$ cat src/rtl/compute_array_sched.sv
// ---------------------------------------------------------------------------
// compute_array_sched
//   Job sequencer for the MAC compute array. It owns no datapath. It accepts
//   a reduction job, issues K operand-buffer reads, and holds the array
//   control mode for the whole job. It steers the accumulator input: zero on
//   the first step, and partial-sum feedback after that. It strobes the
//   external psum register, then presents the result under valid/ready.
//
//   Optional feature macro: PERF_CNT_EN (adds perf_busy_cyc / perf_stall_cyc).
//
// Ports
//   clk, reset          clock; asynchronous active-low reset
//   cmd_valid/ready     job request / accept (ready only in IDLE)
//   cmd_k               reduction depth (0 behaves as 1)
//   cmd_mode            precision mode, forwarded to arr_ctrl
//   cmd_act/wgt_base    first activation / weight addresses
//   buf_rd_en           operand read strobe (data returns one cycle later)
//   act_addr, wgt_addr  operand read addresses (wrap modulo 2**ADDR_W)
//   arr_ctrl            array mode, stable for the whole job
//   acc_sel             0: acc = 0, 1: acc = psum feedback
//   psum_we             capture the array output into the psum register
//   res_valid/ready     result handshake
//   busy                any state other than IDLE
//   done_pulse          one cycle after the result handshake
//   perf_busy_cyc       (PERF_CNT_EN) saturating count of busy cycles
//   perf_stall_cyc      (PERF_CNT_EN) saturating count of res_valid&~res_ready
// ---------------------------------------------------------------------------
module compute_array_sched #(
    parameter int ADDR_W  = 10,
    parameter int KCNT_W  = 8,
    parameter int ARR_LAT = 1
) (
    input  logic              clk,
    input  logic              reset,
    input  logic              cmd_valid,
    output logic              cmd_ready,
    input  logic [KCNT_W-1:0] cmd_k,
    input  logic [1:0]        cmd_mode,
    input  logic [ADDR_W-1:0] cmd_act_base,
    input  logic [ADDR_W-1:0] cmd_wgt_base,
    output logic              buf_rd_en,
    output logic [ADDR_W-1:0] act_addr,
    output logic [ADDR_W-1:0] wgt_addr,
    output logic [1:0]        arr_ctrl,
    output logic              acc_sel,
    output logic              psum_we,
    output logic              res_valid,
    input  logic              res_ready,
    output logic              busy,
`ifdef PERF_CNT_EN
    output logic [31:0]       perf_busy_cyc,
    output logic [31:0]       perf_stall_cyc,
`endif
    output logic              done_pulse
);

    localparam logic [1:0] S_IDLE  = 2'd0;
    localparam logic [1:0] S_ISSUE = 2'd1;
    localparam logic [1:0] S_WAIT  = 2'd2;
    localparam logic [1:0] S_OUT   = 2'd3;

    // The wait counter runs 0..ARR_LAT and is always at least one bit wide.
    localparam int              WC_W      = (ARR_LAT < 1) ? 1 : $clog2(ARR_LAT + 1);
    localparam logic [WC_W-1:0] WAIT_LAST = WC_W'(ARR_LAT);

    logic [1:0]        state;
    logic              armed;
    logic [KCNT_W-1:0] step;
    logic [KCNT_W-1:0] k_q;
    logic [WC_W-1:0]   wait_cnt;
    logic [ADDR_W-1:0] act_base_q;
    logic [ADDR_W-1:0] wgt_base_q;

    logic last_wait;
    logic last_step;

    assign last_wait = (state == S_WAIT) && (wait_cnt == WAIT_LAST);
    // k_q is never 0, so k_q-1 cannot underflow. step never passes k_q-1, so
    // the largest depth (2**KCNT_W-1) fits in the counter.
    assign last_step = (step == k_q - KCNT_W'(1));

    // NOTE: 'armed' keeps cmd_ready low while reset is held and for the first
    // edge after release. A plain decode of state==IDLE would raise
    // cmd_ready during reset.
    assign cmd_ready = armed && (state == S_IDLE);
    assign busy      = (state != S_IDLE);
    assign buf_rd_en = (state == S_ISSUE);
    assign act_addr  = buf_rd_en ? act_base_q + ADDR_W'(step) : '0;
    assign wgt_addr  = buf_rd_en ? wgt_base_q + ADDR_W'(step) : '0;
    assign acc_sel   = (state == S_WAIT) && (step != '0);
    assign psum_we   = last_wait;
    assign res_valid = (state == S_OUT);

    // NOTE: all sequential state uses non-blocking assignments. Every
    // register here sees the pre-edge values of its peers.
    always_ff @(posedge clk or negedge reset) begin
        if (!reset) begin
            state      <= S_IDLE;
            armed      <= 1'b0;
            step       <= '0;
            k_q        <= '0;
            wait_cnt   <= '0;
            act_base_q <= '0;
            wgt_base_q <= '0;
            arr_ctrl   <= 2'b00;
            done_pulse <= 1'b0;
        end else begin
            armed      <= 1'b1;
            done_pulse <= 1'b0;
            case (state)
                S_IDLE: begin
                    if (cmd_valid && armed) begin
                        k_q        <= (cmd_k == '0) ? KCNT_W'(1) : cmd_k;
                        arr_ctrl   <= cmd_mode;
                        act_base_q <= cmd_act_base;
                        wgt_base_q <= cmd_wgt_base;
                        step       <= '0;
                        state      <= S_ISSUE;
                    end
                end
                S_ISSUE: begin
                    wait_cnt <= '0;
                    state    <= S_WAIT;
                end
                S_WAIT: begin
                    if (wait_cnt == WAIT_LAST) begin
                        if (last_step) begin
                            state <= S_OUT;
                        end else begin
                            step  <= step + KCNT_W'(1);
                            state <= S_ISSUE;
                        end
                    end else begin
                        wait_cnt <= wait_cnt + WC_W'(1);
                    end
                end
                S_OUT: begin
                    if (res_ready) begin
                        state      <= S_IDLE;
                        done_pulse <= 1'b1;
                    end
                end
                default: state <= S_IDLE;
            endcase
        end
    end

`ifdef PERF_CNT_EN
    always_ff @(posedge clk or negedge reset) begin
        if (!reset) begin
            perf_busy_cyc  <= '0;
            perf_stall_cyc <= '0;
        end else begin
            if (busy && (perf_busy_cyc != '1))
                perf_busy_cyc <= perf_busy_cyc + 32'd1;
            if (res_valid && !res_ready && (perf_stall_cyc != '1))
                perf_stall_cyc <= perf_stall_cyc + 32'd1;
        end
    end
`endif

endmodule

$ cat config.mk
export PLATFORM = sky130hd
export DESIGN_NAME = compute_array_sched
export DESIGN_NICKNAME = d
export VERILOG_FILES = /design/src/rtl/compute_array_sched.sv
export SDC_FILE = /design/constraint.sdc
export NUM_CORES = 1
export LEC_CHECK = 0
export ABC_AREA = 0
export BUFFER_PORTS_ARGS = -buffer_cell sky130_fd_sc_hd__buf_2
export CAP_MARGIN = 20
export CORE_MARGIN = 10
export CORE_UTILIZATION = 55
export DETAILED_ROUTE_END_ITERATION = 8
export GPL_TIMING_DRIVEN = 0
export PLACE_DENSITY = 0.88
export SYNTH_ARGS = -nofsm -noshare
export SYNTH_HDL_FRONTEND = slang
export SYNTH_SLANG_ARGS = --single-unit
$ cat constraint.sdc
create_clock -name clk -period 3.1 [get_ports clk]
set_input_delay 0.155 -clock clk [delete_from_list [all_inputs] [get_ports clk]]
set_output_delay 0.155 -clock clk [all_outputs]
set_load 0.05 [all_outputs]
# Word-level counts from Yosys, hierarchy flattened
# Index checks and enable logic that the tools add are counted.
# op_classes
addsub	5
n_mul	0
div_mod_pow	0
order_cmp	0
eq_ne	8
shift	0
muxes	16
bitwise	0
reduce_logical	13
# op_table
operator	n
8-bit two-way mux	4
10-bit by 8-bit adder with 10-bit output	2
10-bit two-way mux	2
8-bit case mux with 2 select lines	1
8-bit by 1-bit adder with 8-bit output (second input constant)	1
8-bit equality test	1
8-bit zero test	1
2-bit two-way mux	4
2-bit case mux with 4 select lines	1
8-bit nonzero test	1
8-bit by 1-bit subtractor with 8-bit output (second input constant)	1
2-bit nonzero test	3
2-bit equality test (second input constant)	2
1-bit logical AND	4
2-bit by 1-bit inequality test with 1-bit output (second input constant)	2
2-bit inequality test (second input constant)	2
4-bit AND reduction	1
1-bit two-way mux	3
3-bit AND reduction	1
2-bit by 1-bit equality test with 1-bit output (second input constant)	1
2-bit zero test	1
1-bit case mux with 2 select lines	1
2-bit AND reduction	1
1-bit adder (second input constant)	1
# totals
regBits	43
latch_bits	0
ram_bits	0
mem_bits_ro	0
inputBits	34
out_inout_bits	29
wordCells	51
mem_count	0

# Logic depth before layout (Yosys ltp)
# Gate-level depths: netlist of the first run.
# logic_depth
word_depth	5
ltp_mapped	11
depth_no_buf	10

# Least setup slack after synthesis of the first run
# Ideal clock, no wire load.
# synth_timing
kind	register -> output
from	register state[1]
to	output act_addr[2]
t_arrival_ps	2397
required_time_ps	2945
slack_ps	548
path_stages_with_launch	5
n_path_buf	1
path_cell_list	dfrtp_1 > inv_1 > ha_1 > clkbuf_1 > nor3b_1
# synth_via
elab_chain_cells	2
# synth_lines
element	line	rtl
from (decl)	66	logic [1:0] state;
from (signal assigned)	98	state <= S_IDLE;
from (signal assigned)	118	state <= S_ISSUE;
from (signal assigned)	123	state <= S_WAIT;
2-bit by 1-bit equality test with 1-bit output	87	assign buf_rd_en = (state == S_ISSUE);
net buf_rd_en	41	output logic buf_rd_en,
10-bit two-way mux	88	assign act_addr = buf_rd_en ? act_base_q + ADDR_W'(step) : '0;
to (decl)	42	output logic [ADDR_W-1:0] act_addr,
# The timed path passes the listed nets, and every way through them passes these cells.

# Worst setup path after layout of the first run
# layout_timing
from	register step[1]
to	output act_addr[8]
# layout_via
elab_chain_cells	2
# layout_lines
element	line	rtl
from (decl)	68	logic [KCNT_W-1:0] step;
from (signal assigned)	130	step <= step + KCNT_W'(1);
10-bit by 8-bit adder with 10-bit output	88	
10-bit two-way mux	88	
# Every way passes these cells.

==> results by stage, run 1 <==
Die:
- For this design the top-level I/O count stands at 63.
- From left edge to right edge, the die measures 93.6 µm.
- Measured along the y axis, the die boundary spans 93.6 µm.
- The full die area is 0.00876 mm².
- The row count is 26.
- Once the floorplan was initialized, standard cells occupied 57.6% of the core.
- The core region is 0.00517 mm².

Logic synthesis:
- The share of synthesized area occupied by flip-flops and latches is 36.1%.
- The multiplexer area fraction after synthesis is 11.3%.
- The post-synthesis simple-gate area fraction is 15.9%.
- The post-synthesis adder-cell area fraction is 11.0%.
- The synthesized design contains 43 register bits.
- The flip-flop cell with the highest count after synthesis is dfrtp_1.
- By area, the combinational part of the netlist is dominated by simple AND/OR/NAND/NOR gates.
- Yosys mapped the design onto 49 distinct sky130hd cell types.
- The average cell area after synthesis is 9.83 µm².
- The xor-xnor portion of the synthesized cell area is 6.17%.
- The fraction of synthesis flops using an asynchronous set or reset pin is 100%.
- The synthesized design contains 0 enable-type register cells.
- When the netlist entered floorplanning its net count stood at 362.
- The number of warnings printed during yosys synthesis is 0.
- The complex-gate fraction of the synthesized area is 14.2%.
- Synthesis produced a netlist whose cell count is 303.
- The post-synthesis instance area is 0.00298 mm².

STA:
- The share of the clock period used by the worst path after layout is 92.3%.
- Setup repair after global routing left no endpoint under its margin.
- The relative max-transition margin is 53.3%.
- In the final timing run, aggregate negative setup slack is 0 ns.
- Based on the critical path, the design can be clocked at up to 0.350 GHz.
- On the final layout, the worst clock skew is 0.00581 ns.
- At the pin with the least slew margin, the transition time is 0.700 ns.
- The number of hold violations in the final report is 0.
- The worst path in the final design needs a cycle of 2.86 ns, including I/O delays and setup.
- The post-route worst hold slack is 0.0825 ns.
- Setup violations remaining at the end of the flow were counted as 0.
- The total count of max-transition violations in the final report came to 0.

GRT:
- Entering global routing, the biggest net connects 44 pins.
- The wire length of the first global-routing pass is 11300 µm.
- For this run, the total global-route usage over all layers was measured as 15.7%.
- The via count of the first global-routing pass is 2549.
- The remaining global-route overflow is 0.
- The initial antenna violation count is 0.

Drt:
- The wire length per cell after detailed routing is 15.4 µm.
- The first routing iteration left 63 violations.
- The vias per cell is 5.61.
- The pre-antenna-repair detailed-routing pass consisted of 4 iterations.
- The detailed-routed wire length on met2 is 3250 µm.
- The routed length on met1 is 2930 µm.
- The detailed router placed 2496 vias in this run.
- The detail route stage leaves a number of antenna-violating nets equal to 0.
- The highest metal layer carrying signal wires in the routed design is met4.
- The total detailed-routing wirelength is 6850 µm.
- For this run, design rule violations remaining after detail routing come to 0.
- The routed wire length on met3 is 575 µm.

CTS:
- In this run the clock root is driven by a clkbuf_8.
- The number of clock buffers added by TritonCTS is 5.
- The H-tree was split into 2 levels.
- The worst-case clock buffer depth is 2.
- The TritonCTS clock tree is done.
- Clock tree synthesis found a total of 43 sinks.
- After clock tree synthesis, the clock-pin slew on the worst setup and hold paths is 0.08 ns.
- The clock latency at the later pin of the worst-skew pair is 0.30 ns.

Setup path:
- The slowest cell on the critical path is dfrtp_2.
- The largest stage delay on the critical path is 0.48 ns.
- The critical path goes through inv_1, fa_1, nor2b_1, o21ai_0, a21oi_1, o21ai_0, a21oi_1, xnor2_1, and2_1, buf_2.
- The top fanout value on the critical path is 8.
- The worst setup path is captured at an output pin.
- The setup path with the least slack is of type reg -> out.
- Setup slack on the worst reg-to-reg path comes out at 0.46 ns.
- Data on the critical path arrives at its endpoint at 2.71 ns.
- The reg-to-reg endpoint is step[6]$_DFFE_PN0P_.
- Together, buffers and inverters on the worst path number 2.
- The required time of the worst setup path is 2.94 ns.
- The category of the worst setup path launch point is a register.
- The worst register-to-register path begins at k_q[0]$_DFFE_PN0P_.
- The worst register-to-register path has a depth of 11.
- The kind of cell with the highest combined delay on the critical path is compound AO/OA/AOI/OAI gates.

Placed design:
- The sum of net half-perimeters after detailed placement is 5450 µm.
- The congestion estimate from routability-driven global placement came to 0.891.
- The quantity of I/O buffers inserted on ports is 62.
- After detailed placement, the total cell area comes to 0.00338 mm².
- Including well taps, the total number of placed cells is 435.

Layout:
- The count of non-filler cells in the finished layout is 445.
- The number of antenna diodes in the final layout is 0.
- The final net count is 434.
- In the final layout, the share of cells above drive strength 1 is 29.9%.
- Compared with the post-synthesis result, the final layout area differs by 17.7%.
- The finished cells cover 0.00351 mm².

Min path:
- The worst hold path terminates at act_base_q[8]$_DFFE_PN0P_.
- The class of the most critical hold timing path is in -> reg.
- The worst hold path begins at cmd_act_base[8].
- The number of cells on the worst hold path is 2.

Power:
- Summing internal, switching and leakage power gives 3.42 mW.
- The leakage dissipation is 1.67 nW.
- The largest vdd supply drop is 0.690 mV.
- Power spread over the standard cell area amounts to 974 mW/mm².

Run:
- The max-cap check violation count is 0.

Outcome:
- The run finished with clean final reports.
-- layer usage --
| metal | track usage (%) | vias to the layer above |
|---|---|---|
| met2 | 27.4 | 74 |
| met4 | 4.81 | 0 |
| li1 | - | 1213 |
| met3 | 5.20 | 11 |
| met5 | 0 | - |
| met1 | 17.7 | 1198 |
-- registers in the layout, indices dropped and copies added (netlist names) --
signal,cells
act_base_q,10
wgt_base_q,10
k_q,8
step,8
arr_ctrl,2
state,2
armed,1
done_pulse,1
wait_cnt,1
-- worst register-to-register path: stages, from the launching register on --
cell,delay (ns)
dfrtp_1,0.45
inv_1,0.11
ha_1,0.18
nor3b_2,0.35
o21ai_0,0.18
a21oi_1,0.16
o31ai_1,0.08
and4_1,0.16
buf_6,0.14
or2_1,0.22
buf_6,0.14
a221o_1,0.36
-- report_power, final --
| part | leakage (nW) | switching, mW | internal (mW) |
|---|---|---|---|
| combinational | 1.10 | 1.28 | 0.762 |
| clock | 0.0470 | 0.188 | 0.175 |
| sequential | 0.527 | 0.210 | 0.798 |
-- layout make-up --
class | count | area [µm²]
Fill cell | 439 | 1670
Clock buffer | 6 | 82.6
Buffer | 13 | 65.1
Tap cell | 70 | 87.6
Timing Repair Buffer | 65 | 350
Inverter | 24 | 90.1
Clock inverter | 1 | 5.00
Sequential cell | 43 | 1080
Multi-Input combinational cell | 223 | 1750
-- logic make-up (layout without fill, tap and decap cells) --
logic type | after synthesis | in the layout
mux | 30 | 30
simple gates | 81 | 81
other cells | 1 | 1
fa+ha+maj | 25 | 25
buf+inv | 37 | 109
compound gates | 65 | 65
flops | 43 | 43
xor+xnor | 21 | 21
-- Yosys cell counts, types with 2 or more instances --
cell / instances / area, µm²
nor3_1: 5 / 25.0
o21ai_0: 21 / 105
mux2_2: 30 / 338
inv_1: 24 / 90.1
dfrtp_1: 43 / 1080
nor4_1: 3 / 18.8
nor3b_1: 2 / 15.0
and3b_1: 2 / 17.5
and3_1: 3 / 18.8
buf_6: 2 / 22.5
a21o_1: 2 / 15.0
nand3_1: 9 / 45.0
a21oi_1: 17 / 85.1
nand2_1: 9 / 33.8
fa_1: 2 / 40.0
nor2b_1: 8 / 50.1
xor2_1: 4 / 35.0
a31oi_1: 3 / 18.8
xnor2_1: 17 / 149
o41ai_2: 3 / 48.8
a41oi_1: 2 / 17.5
nor2_1: 14 / 52.6
o21a_1: 2 / 15.0
o21bai_1: 2 / 15.0
clkbuf_1: 9 / 33.8
and2_1: 14 / 87.6
ha_1: 23 / 288
nand4_1: 2 / 12.5
o31ai_1: 6 / 45.0
-- worst max-delay path by stage --
stage | slack (ns) | end | from | cells after the start
finish | 0.24 | act_addr[8] | step[1]$_DFFE_PN0P_ | 10
global route | 0.01 | wgt_addr[8] | step[1]$_DFFE_PN0P_ | 10
CTS | 0.12 | act_addr[8] | step[1]$_DFFE_PN0P_ | 10
detailed placement | 0.45 | act_addr[8] | step[1]$_DFFE_PN0P_ | 10
global placement | 0.51 | act_addr[8] | step[1]$_DFFE_PN0P_ | 10
floorplan | 0.55 | act_addr[2] | state[1]$_DFFE_PN0P_ | 4
-- per-stage QoR --
| stage | setup slack [ns] | utilization (%) |
|---|---|---|
| after floorplan | 0.548 | - |
| after global routing | 0.0116 | 67.8 |
| after detailed placement | 0.453 | 65.3 |
| after CTS | 0.118 | 67.0 |
| after global placement | 0.512 | 65.3 |
| final | 0.240 | 67.8 |
-- placed cells by master (no fill, tap or decap), types with 5 or more instances in the layout --
master    instances
a21oi_1          17
and2_1           14
buf_2            62
clkbuf_1          9
clkbuf_8          6
dfrtp_1          41
ha_1             23
inv_1            24
mux2_2           30
nand2_1           9
nand3_1           9
nor2_1           14
nor2b_1           8
nor3_1            5
o21ai_0          21
o31ai_1           6
xnor2_1          17
-- timing repair --
action,CTS,global route
hold endpoints to repair,0,16
buffers inserted,0,1
gates resized for setup,0,3
endpoints found under the setup margin,0,4
hold buffers,0,1
(Power assumes the default switching activity.)
==> inputs of run 2 (changes only) <==
- PLACE_DENSITY: 0.88 -> 0.84
==> run 2 against run 1 <==
  * The run now ends with hold timing left
  * Clock power increased by 22%
  * Fmax grew 1.4%
  * Core utilization shrank 0.24 points
  * Setup slack better by 0.040 ns
  * Flip-flop and latch count did not move
  * Clock skew is 0.0064 ns higher
  * Sequential share of layout area rose by 0.11 points
  * Register-to-register slack improved by 0.03 ns
  * Critical path type unchanged
  * Clock-buffer cell count is 1 lower
  * Cell area shrank 0.36%
  * Critical endpoint is now wgt_addr[8]
  * Via count shrank 0.44%
==> results by stage, run 2 (synthesized netlist as in run 1, its figures left out) <==
STA:
- The number of hold violations in the final report is 10 (+10).
- The setup TNS is 0 ns (unchanged).
- Setup repair after global routing left no endpoint under its margin.
- The worst clock skew on the final layout is 0.0122 ns (+0.00638 ns).
- The relative max-transition margin is 37.2% (-16 points).
- The total count of max-transition violations in the final report was 0 (unchanged).
- The transition at the pin with the smallest max-transition slack is 0.943 ns (+0.242 ns).
- The share of the clock period used by the worst path after layout was 91.0% (-1.3 points).
- The total setup violations reported at the end of the flow is 0 (unchanged).
- The time the worst path needs with I/O delays and setup was 2.82 ns (-0.0395 ns).
- The achievable clock frequency is 0.355 GHz (+1.4%).
- The post-route worst hold slack is -0.00814 ns (-0.0906 ns).

CTS:
- The cts-stage hold buffer count is 0 (unchanged).
- The CTS sink count came to 43 (unchanged).
- The CTS clock-pin slew for the worst setup and hold paths came to 0.09 ns (about the same).
- The H-tree depth reported by CTS came to 2 (unchanged).
- The worst-case clock buffer depth is 2 (unchanged).
- The CTS buffer count came to 5 (unchanged).
- Clock tree synthesis selected as its root buffer the cell clkbuf_8.
- TritonCTS built the clock tree.
- The clock latency at the later pin of the worst-skew pair was 0.30 ns (about the same).

Layout:
- The design area is 0.00349 mm² (-0.36%).
- In the layout the commonest cells are 62 x buf_2, 41 x dfrtp_1, 30 x mux2_2.
- The share of post-route cells with drive strength above 1 is 29.8% (-0.11 points).
- The count of fill cells added during filler insertion is 409 (-6.8%).
- The final design utilization was 67.6% (-0.24 points).
- The count of antenna diodes in the layout is 0 (unchanged).
- The area growth from synthesis to layout is 17.3%.
- In the final layout, the registers with the most flip-flops are act_base_q x10, wgt_base_q x10.
- The final net count is 431 (-0.69%).
- The most common cell after layout, fill and taps aside is buf_2.
- The count of non-filler cells in the finished layout came to 443 (-0.45%).

Min path:
- The class of the most critical hold timing path is in -> async.

Die:
- The die width is 93.6 µm (unchanged).
- The chip height is 93.6 µm (unchanged).
- The core area is 0.00517 mm² (unchanged).
- The full die area was 0.00876 mm² (unchanged).
- The row count is 26 (unchanged).
- The starting density of the core is 57.6% (unchanged).
- The number of primary I/O pins came to 63 (unchanged).

Setup path:
- The register-to-register setup slack is 0.49 ns (+0.03 ns).
- The worst setup path is launched from a register.
- The logic depth of the worst path, buffers included came to 11 (+1).
- The worst register-to-register path ends at step[6]$_DFFE_PN0P_.
- The kind of end point of the critical path is an output pin.
- The critical path ends at wgt_addr[8].
- The number of buffer and inverter stages on the critical path is 2 (unchanged).
- Traced cell by cell, the critical path runs through ha_1, inv_1, fa_1, nor2b_1, o21ai_0, a21oi_1, o21ai_0, a21oi_1, xnor2_1, and2_1, buf_2.
- The required time of the worst setup path came to 2.94 ns (about the same).
- The launch instance of the worst register-to-register path is k_q[0]$_DFFE_PN0P_.
- The arrival time of data at the critical path endpoint was 2.67 ns (-0.04 ns).
- The logic depth of the worst register-to-register path is 11 (unchanged).
- The largest individual stage delay along the critical path comes from the cell dfrtp_2.
- The worst setup path is of the reg -> out kind.
- The kind of cell with the highest combined delay on the critical path is compound AO/OA/AOI/OAI gates.
- The largest stage delay on the critical path is 0.46 ns (-0.02 ns).
- The start point of the critical path is step[0]$_DFFE_PN0P_.
- The top fanout value on the critical path is 7 (-1).

Drt:
- The final routed DRC violation total is 0 (unchanged).
- The total detailed-routing wirelength came to 7000 µm (+2.1%).
- The number of nets with antenna violations after routing is 0 (unchanged).
- The initial detailed-routing violation count is 85 (+35%).
- The routed length on met1 is 2880 µm (-1.6%).
- The vias per cell came to 5.61 (about the same).
- The highest layer touched by signal routing is met4.
- The total via count in the routed design is 2485 (-0.44%).
- The wire length per cell after detailed routing is 15.8 µm (+2.6%).
- The routed wire length on met3 is 469 µm (-18%).
- The first-pass iteration count of the detailed router was 4 (unchanged).
- The detailed-routed wire length on met2 is 3570 µm (+9.9%).

Power:
- The switching part of the total power is 48.5% (-0.68 points).
- The largest vdd supply drop is 0.681 mV (-1.3%).
- The clock share of power came to 12.7% (+2.1 points).
- The leakage dissipation is 1.66 nW (-0.46%).
- The sequential group share of total power is 29.0% (-0.5 points).
- The net load switching power is 1.69 mW (+0.58%).
- The power consumption is 3.48 mW (+2.0%).
- The power density over cell area came to 997 mW/mm² (+2.4%).
- The internal cell power is 1.79 mW (+3.4%).
- The relative contribution of combinational cells to total power is 58.3% (-1.6 points).

Outcome:
- The checks that failed: hold timing.
- The flow ran to the end, but the final reports show violations.

Placed design:
- The weighted congestion at the end of routability-driven global placement is 0.907 (+1.8%).
- The count of placed standard cells including taps is 435 (unchanged).
- The quantity of I/O buffers inserted on ports came to 62 (unchanged).
- The sum of net half-perimeters after detailed placement is 5500 µm (+0.89%).
- The area after detailed placement is 0.00338 mm² (unchanged).

GRT:
- The total routing usage reported by global routing came to 16.1% (+0.36 points).
- The pin count of the biggest net entering global routing is 44 (unchanged).
- The initial antenna violation count is 0 (unchanged).
- The remaining global-route overflow was 0 (unchanged).
- The wire length of the first global-routing pass is 11400 µm (+1.2%).
- The via count of the first global-routing pass is 2497 (-2.0%).

Run:
- The max-cap check violation count is 0 (unchanged).
-- run 2: cell types whose count changed in the layout (fill, tap and decap cells not counted), sizes merged --
cell,change
buf,-2
bufinv,+1
clkbuf,-1
clkinv,+1
dlygate4sd3,-1
-- run 2: power groups by stage --
stage / Sequential [mW] / Clock [mW] / Combinational, mW
global placement: 1.00 / 0 / 1.97
finish: 1.01 / 0.442 / 2.03
floorplan: 1.02 / 0 / 1.57
CTS: 1.01 / 0.451 / 2.05
detailed placement: 1.02 / 0 / 2.03
global route: 1.05 / 0.476 / 2.23
-- run 2: final cells by class --
class	count	area [µm²]	area share, %
buffer	13	65.1	1.86
clock buffer	5	68.8	1.97
clock inverter	3	43.8	1.25
inverter	24	90.1	2.58
multi-input combinational	223	1750	50.0
sequential	43	1080	30.9
tap	70	87.6	2.51
timing repair buffer	62	313	8.95
-- run 2: per-layer routing --
metal	GRT usage [%]	vias to the layer above
li1	-	1203
met1	18.2	1193
met2	28.5	81
met3	4.56	8
met4	4.68	0
met5	0	-
-- run 2: how the worst min path moves through the flow --
stage	startpoint	to	slack (ns)	cells past startpoint
CTS	reset	step[2]$_DFFE_PN0P_	0.03	1
finish	reset	act_base_q[6]$_DFFE_PN0P_	-0.008	1
global route	reset	act_base_q[7]$_DFFE_PN0P_	0.06	1
floorplan	reset	act_base_q[0]$_DFFE_PN0P_	-0.14	0
detailed placement	reset	arr_ctrl[0]$_DFFE_PN0P_	0.36	1
global placement	reset	arr_ctrl[0]$_DFFE_PN0P_	0.35	1
-- run 2: repair_timing --
| item | in CTS | in global routing |
|---|---|---|
| gates resized for setup | 0 | 3 |
| setup endpoints to repair | 0 | 4 |
| setup buffers | 0 | 0 |
-- run 2: stage by stage --
step / hold slack, ns / setup slack (ns)
after detailed placement: 0.361 / 0.460
after CTS: 0.0293 / 0.114
final: -0.00814 / 0.279
after global routing: 0.0596 / 0.00947
after global placement: 0.350 / 0.511
after floorplan: -0.141 / 0.548
==> inputs of run 3 (changes only) <==
- RECOVER_POWER: default -> 100
==> run 3 against run 2 <==
  * The run ends with capacitance limit, slew limit left
  * Global-route usage is the same
  * Hold slack improved by 0.082 ns
  * Via count increased by 0.52%
  * Routed wire length grew 0.67%
  * Largest power group unchanged
  * Cell area is 1.8% lower
  * Die area unchanged
==> results by stage, run 3 (synthesized netlist as in run 1, its figures left out) <==
Outcome:
- The run finished, with violations left.
- The checks that failed: capacitance limit, slew limit.

Die:
- The chip height is 93.6 µm (unchanged).
- The core area was 0.00517 mm² (unchanged).
- The number of primary I/O pins was 63 (unchanged).
- The row count is 26 (unchanged).
- The full die area came to 0.00876 mm² (unchanged).
- The die width came to 93.6 µm (unchanged).
- The starting density of the core is 57.6% (unchanged).

Placed design:
- The post-placement setup slack is 0.460 ns (unchanged).
- The count of placed standard cells including taps is 435 (unchanged).
- The quantity of I/O buffers inserted on ports is 62 (unchanged).
- The area after detailed placement is 0.00338 mm² (unchanged).
- The weighted congestion at the end of routability-driven global placement is 0.907 (unchanged).
- The sum of net half-perimeters after detailed placement is 5500 µm (unchanged).

Setup path:
- The arrival time of data at the critical path endpoint came to 3.14 ns (+0.47 ns).
- In this run the worst setup path terminates at step[6]$_DFFE_PN0P_.
- The register-to-register setup slack is 0.15 ns (-0.34 ns).
- The top fanout value on the critical path came to 10 (+3).
- The required time of the worst setup path was 3.29 ns (+0.35 ns).
- The reg-to-reg endpoint is step[6]$_DFFE_PN0P_.
- The worst register-to-register path begins at k_q[0]$_DFFE_PN0P_.
- The logic depth of the worst register-to-register path is 11 (unchanged).
- In this run the worst setup path begins at k_q[0]$_DFFE_PN0P_.
- The category of the worst setup path launch point is a register.
- STA classifies the critical path endpoint as a register.
- The critical path is of the reg -> reg type.

CTS:
- The buffers inserted during post-CTS setup optimization is 0 (unchanged).
- TritonCTS built the clock tree.
- The cts-stage hold buffer count came to 0 (unchanged).
- The CTS buffer count was 5 (unchanged).
- The worst-case clock buffer depth is 2 (unchanged).
- The CTS sink count is 43 (unchanged).
- The H-tree depth reported by CTS was 2 (unchanged).
- The clock latency at the later pin of the worst-skew pair is 0.31 ns (about the same).
- The total of cells resized after clock tree synthesis is 0 (unchanged).
- The CTS clock-pin slew for the worst setup and hold paths is 0.09 ns (about the same).
- The buffer cell driving the clock tree root is clkbuf_8.

GRT:
- The initial antenna violation count is 0 (unchanged).
- The wire length of the first global-routing pass was 11400 µm (unchanged).
- The remaining global-route overflow is 0 (unchanged).
- The pin count of the biggest net entering global routing is 44 (unchanged).
- The total routing usage reported by global routing is 16.1% (unchanged).
- The via count of the first global-routing pass is 2497 (unchanged).

Layout:
- The share of post-route cells with drive strength above 1 is 22.8% (-7.0 points).
- The area used by multi-input combinational logic was 0.00172 mm² (-1.6%).
- Leaving out fill and tap cells, the most frequent cell in the layout is dfrtp_1.
- The final net count is 431 (unchanged).
- Leaving out fill and tap cells, the most frequent cells in the layout are 41 x dfrtp_1, 34 x buf_2, 32 x clkbuf_1.
- The area used by sequential logic in the layout came to 0.00108 mm² (unchanged).
- The largest registers in the layout are act_base_q x10, wgt_base_q x10.
- The design area was 0.00343 mm² (-1.8%).
- The count of fill cells added during filler insertion is 431 (+5.4%).
- The count of non-filler cells in the finished layout is 443 (unchanged).
- The area growth from synthesis to layout is 15.2%.
- The count of antenna diodes in the layout came to 0 (unchanged).

STA:
- The transition at the pin with the smallest max-transition slack is 2.25 ns (+1.30 ns).
- The total setup violations reported at the end of the flow is 0 (unchanged).
- The relative max-transition margin is -49.8% (-87 points).
- The number of hold violations in the final report is 0 (-10).
- The share of the clock period used by the worst path after layout is 95.2% (+4.2 points).
- The achievable clock frequency is 0.339 GHz (-4.4%).
- The minimum setup slack in the final design came to 0.148 ns (-0.131 ns).
- The worst clock skew on the final layout came to 0.0128 ns (+0.000565 ns).
- Setup repair after global routing left no endpoint under its margin.
- The total count of max-transition violations in the final report came to 44 (+44).
- The time the worst path needs with I/O delays and setup came to 2.95 ns (+0.131 ns).
- The setup TNS was 0 ns (unchanged).

Drt:
- The first-pass iteration count of the detailed router was 4 (unchanged).
- The total detailed-routing wirelength is 7040 µm (+0.67%).
- The vias per cell is 5.64 (+0.52%).
- The initial detailed-routing violation count was 104 (+22%).
- The final routed DRC violation total came to 0 (unchanged).
- The number of nets with antenna violations after routing is 0 (unchanged).
- The wire length per cell after detailed routing is 15.9 µm (+0.67%).
- The total via count in the routed design is 2498 (+0.52%).

Power:
- The leakage dissipation is 1.55 nW (-6.6%).
- The largest vdd supply drop is 0.673 mV (-1.2%).
- The power density over cell area is 1000 mW/mm² (+0.77%).
- The power consumption is 3.45 mW (-1.0%).

Min path:
- Counting instances, the worst hold path has a depth of 2.
- The worst hold path belongs to the class in -> reg.

Run:
- The max-cap check violation count is 1 (+1).
## run 3: cell count changes in the layout (fill, tap and decap cells not counted), sizes merged
cell and change:
clkbuf +30, buf -30
## run 3: cell type report
| type | instances | area share [%] |
|---|---|---|
| multi-input combinational | 223 | 50.1 |
| sequential | 43 | 31.4 |
| timing repair buffer | 62 | 8.35 |
| inverter | 24 | 2.62 |
| tap | 70 | 2.55 |
| clock buffer | 5 | 2.00 |
| buffer | 13 | 1.68 |
| clock inverter | 3 | 1.28 |
## run 3: worst min-delay path by stage
| stage | startpoint | to | slack (ns) |
|---|---|---|---|
| final | cmd_wgt_base[0] | wgt_base_q[0]$_DFFE_PN0P_ | 0.07 |
| after detailed placement | reset | arr_ctrl[0]$_DFFE_PN0P_ | 0.36 |
| after global placement | reset | arr_ctrl[0]$_DFFE_PN0P_ | 0.35 |
| after global routing | cmd_act_base[1] | act_base_q[1]$_DFFE_PN0P_ | 0.07 |
| after CTS | reset | step[2]$_DFFE_PN0P_ | 0.03 |
| after floorplan | reset | act_base_q[0]$_DFFE_PN0P_ | -0.14 |
## run 3: stage by stage
| stage | hold WS (ns) | utilization, % |
|---|---|---|
| after CTS | 0.0293 | 67.5 |
| after global routing | 0.0693 | 66.4 |
| final | 0.0736 | 66.4 |
| after detailed placement | 0.361 | 65.3 |
| after global placement | 0.350 | 65.3 |
| after floorplan | -0.141 | - |
## run 3: worst max-delay path, stage by stage (launching register included)
cell and delay, ns:
dfrtp_1 0.47, inv_1 0.11, ha_1 0.19, nor3b_1 0.53
nand2_1 0.16, xor2_1 0.15, o21ai_0 0.09, and4_1 0.20
clkbuf_1 0.20, or2_1 0.27, buf_6 0.13, a221o_1 0.36
## run 3: power by group
part / internal [mW] / leakage (nW) / switching [mW]
logic: 0.721 / 0.969 / 1.27
registers: 0.798 / 0.527 / 0.211
clock network: 0.240 / 0.0581 / 0.205
total: 1.76 / 1.55 / 1.69
## run 3: routing by layer
| layer | vias up | track usage, % | share of wire [%] |
|---|---|---|---|
| li1 | 1205 | - | - |
| met4 | 0 | 4.68 | 0.94 |
| met3 | 6 | 4.56 | 8.0 |
| met2 | 80 | 28.5 | 51 |
| met1 | 1207 | 18.2 | 40 |
| met5 | - | 0 | 0 |
